`config.mk`:
```
export PLATFORM = sky130hd
export DESIGN_NAME = aes_out_arbiter
export DESIGN_NICKNAME = d
export VERILOG_FILES = /design/src/rtl/aes_out_arbiter.sv
export SDC_FILE = /design/constraint.sdc
export NUM_CORES = 1
export LEC_CHECK = 0
export ABC_AREA = 1
export CORE_AREA = 3 3 156 158
export CTS_BUF_LIST = sky130_fd_sc_hd__clkbuf_4 sky130_fd_sc_hd__clkbuf_8
export DETAILED_ROUTE_END_ITERATION = 10
export DIE_AREA = 0 0 159 161
export SLEW_MARGIN = 20
export SYNTH_ARGS = -nofsm -noshare
export SYNTH_HDL_FRONTEND = slang
export SYNTH_SLANG_ARGS = --single-unit
```
`constraint.sdc`:
```
create_clock -name clk -period 3 [get_ports clk]
set_input_delay 0.3 -clock clk [delete_from_list [all_inputs] [get_ports clk]]
set_output_delay 0.3 -clock clk [all_outputs]
set_load 0.01 [all_outputs]
```
`src/rtl/aes_out_arbiter.sv`:
```
// Round-robin arbiter sharing the AXI-Stream master output FIFO between several
// AES result producers. A grant is held for a whole packet (up to the requester's
// tlast block); each accepted block is registered into a one-entry output buffer.
// Also produces the processing_done level used downstream to mark TLAST.

module aes_out_arbiter #(
    parameter int unsigned NUM_REQ       = 2,
    parameter int unsigned REQ_IDX_WIDTH = 1,
    parameter int unsigned DATA_WIDTH    = 128
) (
    input  logic                          clk,
    input  logic                          reset,
    input  logic [NUM_REQ-1:0]            req_tvalid,
    input  logic [NUM_REQ*DATA_WIDTH-1:0] req_tdata,
    input  logic [NUM_REQ-1:0]            req_tlast,
    output logic [NUM_REQ-1:0]            req_tready,
    output logic                          out_fifo_write_tvalid,
    output logic [DATA_WIDTH-1:0]         out_fifo_data,
    input  logic                          out_fifo_write_tready,
    input  logic                          out_fifo_almost_full,
    output logic                          processing_done,
    output logic [REQ_IDX_WIDTH-1:0]      grant_idx,
    output logic                          busy
);

    // Width needed to select one of NUM_REQ requesters.
    localparam int unsigned SelW = (NUM_REQ > 1) ? $clog2(NUM_REQ) : 1;
    // Reset grant index so that requester 0 is searched first.
    localparam logic [REQ_IDX_WIDTH-1:0] LastIdx = REQ_IDX_WIDTH'(NUM_REQ - 1);

    typedef enum logic [0:0] {
        StIdle,
        StLock
    } state_e;

    state_e                   state_q, state_d;
    logic [REQ_IDX_WIDTH-1:0] grant_idx_q, grant_idx_d;
    logic                     buf_valid_q, buf_valid_d;
    logic [DATA_WIDTH-1:0]    buf_data_q, buf_data_d;
    logic                     buf_last_q, buf_last_d;
    logic                     done_q, done_d;
    logic                     first_q, first_d;

    logic [SelW-1:0]          gsel;
    logic                     gnt_valid;
    logic                     gnt_last;
    logic [DATA_WIDTH-1:0]    gnt_data;
    logic                     lock_ready;
    logic                     accept;
    logic                     fifo_write;
    logic                     arb_found;
    logic [REQ_IDX_WIDTH-1:0] arb_idx;
    int unsigned              cand;

    assign gsel = grant_idx_q[SelW-1:0];

    // Round-robin search starting one past the last grant, wrapping around.
    always_comb begin
        arb_found = 1'b0;
        arb_idx   = grant_idx_q;
        cand      = 0;
        for (int unsigned off = 1; off <= NUM_REQ; off++) begin
            cand = (32'(grant_idx_q) + off) % NUM_REQ;
            if (!arb_found && req_tvalid[cand[SelW-1:0]]) begin
                arb_found = 1'b1;
                arb_idx   = REQ_IDX_WIDTH'(cand);
            end
        end
    end

    // Route the granted requester's stream signals and drive its ready.
    always_comb begin
        gnt_valid  = 1'b0;
        gnt_last   = 1'b0;
        gnt_data   = '0;
        req_tready = '0;
        // Ready may depend on FIFO ready combinationally, never on req_tvalid.
        lock_ready = (state_q == StLock) && (!buf_valid_q || out_fifo_write_tready);
        for (int unsigned i = 0; i < NUM_REQ; i++) begin
            if (gsel == SelW'(i)) begin
                gnt_valid     = req_tvalid[i];
                gnt_last      = req_tlast[i];
                gnt_data      = req_tdata[i*DATA_WIDTH +: DATA_WIDTH];
                req_tready[i] = lock_ready;
            end
        end
        accept     = lock_ready && gnt_valid;
        fifo_write = buf_valid_q && out_fifo_write_tready;
    end

    // Grant FSM next state: almost-full only gates new grants, not a locked packet.
    always_comb begin
        state_d     = state_q;
        grant_idx_d = grant_idx_q;
        first_d     = first_q;
        case (state_q)
            StIdle: begin
                if (arb_found && !out_fifo_almost_full) begin
                    grant_idx_d = arb_idx;
                    first_d     = 1'b1;
                    state_d     = StLock;
                end
            end
            StLock: begin
                if (accept) begin
                    first_d = 1'b0;
                    if (gnt_last) begin
                        state_d = StIdle;
                    end
                end
            end
            default: state_d = StIdle;
        endcase
    end

    // Output buffer next state; a same-cycle drain and load keeps it full.
    always_comb begin
        buf_valid_d = buf_valid_q;
        buf_data_d  = buf_data_q;
        buf_last_d  = buf_last_q;
        if (accept) begin
            buf_valid_d = 1'b1;
            buf_data_d  = gnt_data;
            buf_last_d  = gnt_last;
        end else if (out_fifo_write_tready) begin
            buf_valid_d = 1'b0;
        end
    end

    // Done sets when the tlast block is written; first beat of a new packet clears it.
    always_comb begin
        done_d = done_q;
        if (fifo_write && buf_last_q) begin
            done_d = 1'b1;
        end
        if (accept && first_q) begin
            done_d = 1'b0;
        end
    end

    // State registers with synchronous reset.
    always_ff @(posedge clk) begin
        if (reset) begin
            state_q     <= StIdle;
            grant_idx_q <= LastIdx;
            buf_valid_q <= 1'b0;
            buf_data_q  <= '0;
            buf_last_q  <= 1'b0;
            done_q      <= 1'b0;
            first_q     <= 1'b0;
        end else begin
            state_q     <= state_d;
            grant_idx_q <= grant_idx_d;
            buf_valid_q <= buf_valid_d;
            buf_data_q  <= buf_data_d;
            buf_last_q  <= buf_last_d;
            done_q      <= done_d;
            first_q     <= first_d;
        end
    end

    assign out_fifo_write_tvalid = buf_valid_q;
    assign out_fifo_data         = buf_data_q;
    assign processing_done       = done_q;
    assign grant_idx             = grant_idx_q;
    assign busy                  = (state_q == StLock) || buf_valid_q;

endmodule
```
* Word-level counts from Yosys, hierarchy flattened
Index checks and enable logic that the tools add are counted.
** Storage, ports and cells
- Output and inout port bits :: 134
- Input bits :: 264
- Logic and storage cells :: 53
- Register bits after elaboration :: 134
** Operators by class
- Muxes and demuxes :: 22
- Equality and inequality tests :: 2
- Reductions and logical operators :: 17
- $lt $le $gt $ge :: 2
- Bitwise gates (word level) :: 1
- $add $sub $neg :: 2
** Operators with widths (count)
- $mux 128 :: 1
- $mux 1 :: 19
- $logic_and 1x1->1 :: 7
- $lt 1x2->1 const B :: 2
- $pmux 1 s2 :: 2
- $reduce_bool 2->1 :: 2
- $logic_not 1->1 :: 3
- $reduce_and 3->1 :: 1
- $add 1x1->1 const B :: 2
- $logic_or 1x1->1 :: 2
- $ne 2x1->1 const B :: 1
- $ne 2x2->1 const B :: 1
- $reduce_and 2->1 :: 1
- $reduce_or 2->1 :: 1
- $not 1->1 :: 1

* Longest topological paths before layout
- Depth after elaboration :: 10
- Depth in mapped cells :: 10

* Worst setup path before layout
Ideal clock, no wire load.
- Path kind :: register to register
- Start point :: reg grant_idx_q, in the netlist grant_idx
- End point :: reg buf_data_q[13], in the netlist out_fifo_data[13]
- Slack :: 1.651 ns
- Path buffers :: 3
- Cell stages (with the launch flop) :: 9
- Arrival :: 1.233 ns
- Data required time :: 2.884 ns
- Cell sequence :: dfxtp_1 > buf_2 > nand2_1 > nand2_2 > nand2_4 > buf_6 > buf_2 > o21ai_0 > nor2_1
** On the way
- Cells in the longest elaborated chain, start to end :: 2
** RTL lines
- start: declaration :: RTL line 37 : logic [REQ_IDX_WIDTH-1:0] grant_idx_q, grant_idx_d;
- start signal: assignment :: RTL line 145 : grant_idx_q <= LastIdx;
- start signal: assignment :: RTL line 153 : grant_idx_q <= grant_idx_d;
- $mux 1 :: RTL line 80 : if (gsel == SelW'(i)) begin
- $logic_and 1x1->1 :: RTL line 87 : accept = lock_ready && gnt_valid;
- end signal: assignment :: RTL line 155 : buf_data_q <= buf_data_d;
- end: declaration :: RTL line 39 : logic [DATA_WIDTH-1:0] buf_data_q, buf_data_d;
Several ways; a longest one is shown, not always the timed one.
A chain may end at the register's enable or synchronous reset.

* Worst setup path in the final report
- Start point :: reg state_q
- End point :: out req_tready[1]
** On the way
- Cells in the longest elaborated chain, start to end :: 2
** RTL lines
- start: declaration :: RTL line 36 : state_e state_q, state_d;
- start signal: assignment :: RTL line 144 : state_q <= StIdle;
- start signal: assignment :: RTL line 152 : state_q <= state_d;
- $logic_and 1x1->1 :: RTL line 78 : lock_ready = (state_q == StLock) && (!buf_valid_q || out_fifo_write_tready);
- $mux 1 :: RTL line 80
- end: declaration :: RTL line 16 : output logic [NUM_REQ-1:0] req_tready,
Every way passes these cells.

==> metrics.csv <==
metric,value,unit
status,"complete, no violations",
Int Pwr,0.00329,W
"Seq/Total Area, Yosys",0.425,
switching part of the total,0.299,
Hold Crit Class,flip-flop to flip-flop,
iteration count of the initial detailed-routing pass,4,
Comb power frac,0.268,
share of cells above drive strength 1,0.0377,
Max H-tree Level,4,
LEAKAGE,4.52,nW
synthesized cell area,6310,um^2
actual slew at the worst max-slew pin,0.689,ns
Die Wd,159,um
met3 Use GR,0.0762,
# rows,56,
Iteration-0 DRC Markers,275,
Post-DP HPWL,18000,um
CP Capture Type,primary output,
first-pass GRT wire length,37800,um
DIE AREA,25600,um^2
placed cell areas,10400,um^2
DRC viols,0,
Routability Congestion,0.852,
I/O Pins,398,
Cell variety after synth,18,
met1 Use GR,0.214,
Final setup viols,0,
GRT Total Usage,0.184,
Setup CP Type,flip-flop to primary output,
Vias/cell,4.28,
Max Cap Viol,0,
design area,10700,um^2
Layout Skew,0.00862,ns
total grt overflow,0,
"Slew Viols, Final",0,
I/O Buffers,397,
vias,7271,
post-CTS sizing,0,
R2R Setup Slk,1.04,ns
Rel. slew slack,0.540,
Diodes inserted,0,
Worst VDD drop,0.215,mV
core box area,23300,um^2
fin crit period,2.14,ns
met2 usage,0.316,
register share of total power,0.421,
Avg Inst Size Synth,6.24,um^2
largest net degree at the start of global routing,75,
initial antenna violation count,0,
Clock power frac,0.311,
Psw,0.00140,W
clk sinks,134,
WL final,24600,um
CTS tree,done,
DP Cell Count,1666,
worst path required time,2.70,ns
fin crit share,0.715,
Root Driver,clkbuf_8,
worst skew pair latency,0.43,ns
die height,161,um
pwr dens,437,nW/um^2
Post-CTS Hold Fix Bufs,0,
"Data arrival, critical path",1.84,ns
post-CTS setup buffers,0,
Wirelength per Cell,14.5,um
pre-CTS setup slack,0.792,ns
final net count,1630,
number of global-route vias before repair,6845,
unrepaired setup endpoints after global routing,no,
Synth warnings,0,
"Clk pin slew, worst setup/hold paths",0.08,ns
post-synthesis register bit count,134,
cts bufs inserted,17,
post-synth net total,1275,
Final ANT Viol Nets,0,
Final Worst Setup Slack,0.856,ns
final hold violation count,0,
Initial Utilization,0.271,
post-synthesis instance total,1011,
Crit Path Max Fanout,4,
FMAX,466,MHz
Syn-to-layout area delta,70.3,%
Setup TNS,0,ns
worst-case clock buffer depth,2,
Most Crowded Layer GR,met2,
Worst setup SP type,flip-flop,
"Cell Count, Final, Fillers Out",1698,
-- state kept, by name (all words and copies together), names as in the netlist --
name,flops
processing_done,1
buf_last_q,1
state_q,1
out_fifo_data,128
first_q,1
grant_idx,1
out_fifo_write_tvalid,1
-- power by group through the flow --
stage,combinational (W),clock (W),sequential [W]
after CTS,0.00128,0.00152,0.00198
after global routing,0.00140,0.00160,0.00200
after detailed placement,0.00127,0,0.00202
final,0.00126,0.00146,0.00198
after floorplan,0.000498,0,0.00207
after global placement,0.00127,0,0.00202
-- cell usage in the layout, fill, tap and decap left out, drive strengths merged --
cell,n
o21ai,129
bufinv,1
clkinv,5
nand2,399
clkdlybuf4s50,397
a21oi,6
clkbuf,19
nor2,259
nand3,4
buf,10
dfxtp,134
inv,11
clkinvlp,4
or2,1
-- area by class of cell --
cell class / count / area, um^2
fillers: 2447 / 12500
inverters: 8 / 36.3
repair buffers: 407 / 4060
multi-input cells: 798 / 3190
clock inverters: 13 / 123
flip-flops and latches: 134 / 2690
well taps: 319 / 399
clock buffers: 19 / 255
-- cell families after synthesis --
kind of cell           count (synthesis)  synth area share
AO/OA/AOI/OAI                        135             0.108
buffers and inverters                 79            0.0698
AND/OR/NAND/NOR                      663             0.398
flip-flops                           134             0.425
-- per-layer routing --
metal	vias to the layer above	wire [um]	share of wire
met3	24	2320	0.094
met4	0	355	0.014
met2	277	11900	0.48
li1	3827	-	-
met1	3143	10000	0.41
met5	-	0	0
-- path summary, 6_finish.rpt --
check             depth (start not counted)           endpoint       from
setup reg to reg                          7  out_fifo_data[26]  grant_idx
setup / recovery                          5      req_tready[1]    state_q
hold reg to reg                           2            first_q    first_q
hold / removal                            2            first_q    first_q
-- worst max-delay path, cell delays in order (launching register included) --
cell             delay, ns
dfxtp_1               0.42
inv_2                 0.05
a21oi_2               0.20
inv_1                 0.10
nor2_1                0.10
clkdlybuf4s50_1       0.54
-- per-stage QoR --
step | util | total power [W] | hold slack [ns]
global placement | 0.446 | 0.00329 | 0.452
detailed placement | 0.446 | 0.00330 | 0.457
CTS | 0.462 | 0.00478 | 0.468
floorplan | - | 0.00256 | 0.369
finish | 0.462 | 0.00470 | 0.467
global route | 0.462 | 0.00500 | 0.490
-- cell usage after synthesis (all sizes together) --
| library cell | number | area share |
|---|---|---|
| inv | 8 | 0.0052 |
| o21ai | 129 | 0.10 |
| clkbuf | 25 | 0.015 |
| nor2 | 259 | 0.15 |
| buf | 46 | 0.050 |
| nand3 | 4 | 0.0032 |
| dfxtp | 134 | 0.43 |
| a21oi | 6 | 0.0054 |
| or2 | 1 | 0.00099 |
| nand2 | 399 | 0.24 |
Note: power is estimated with default switching activity, not from simulation.
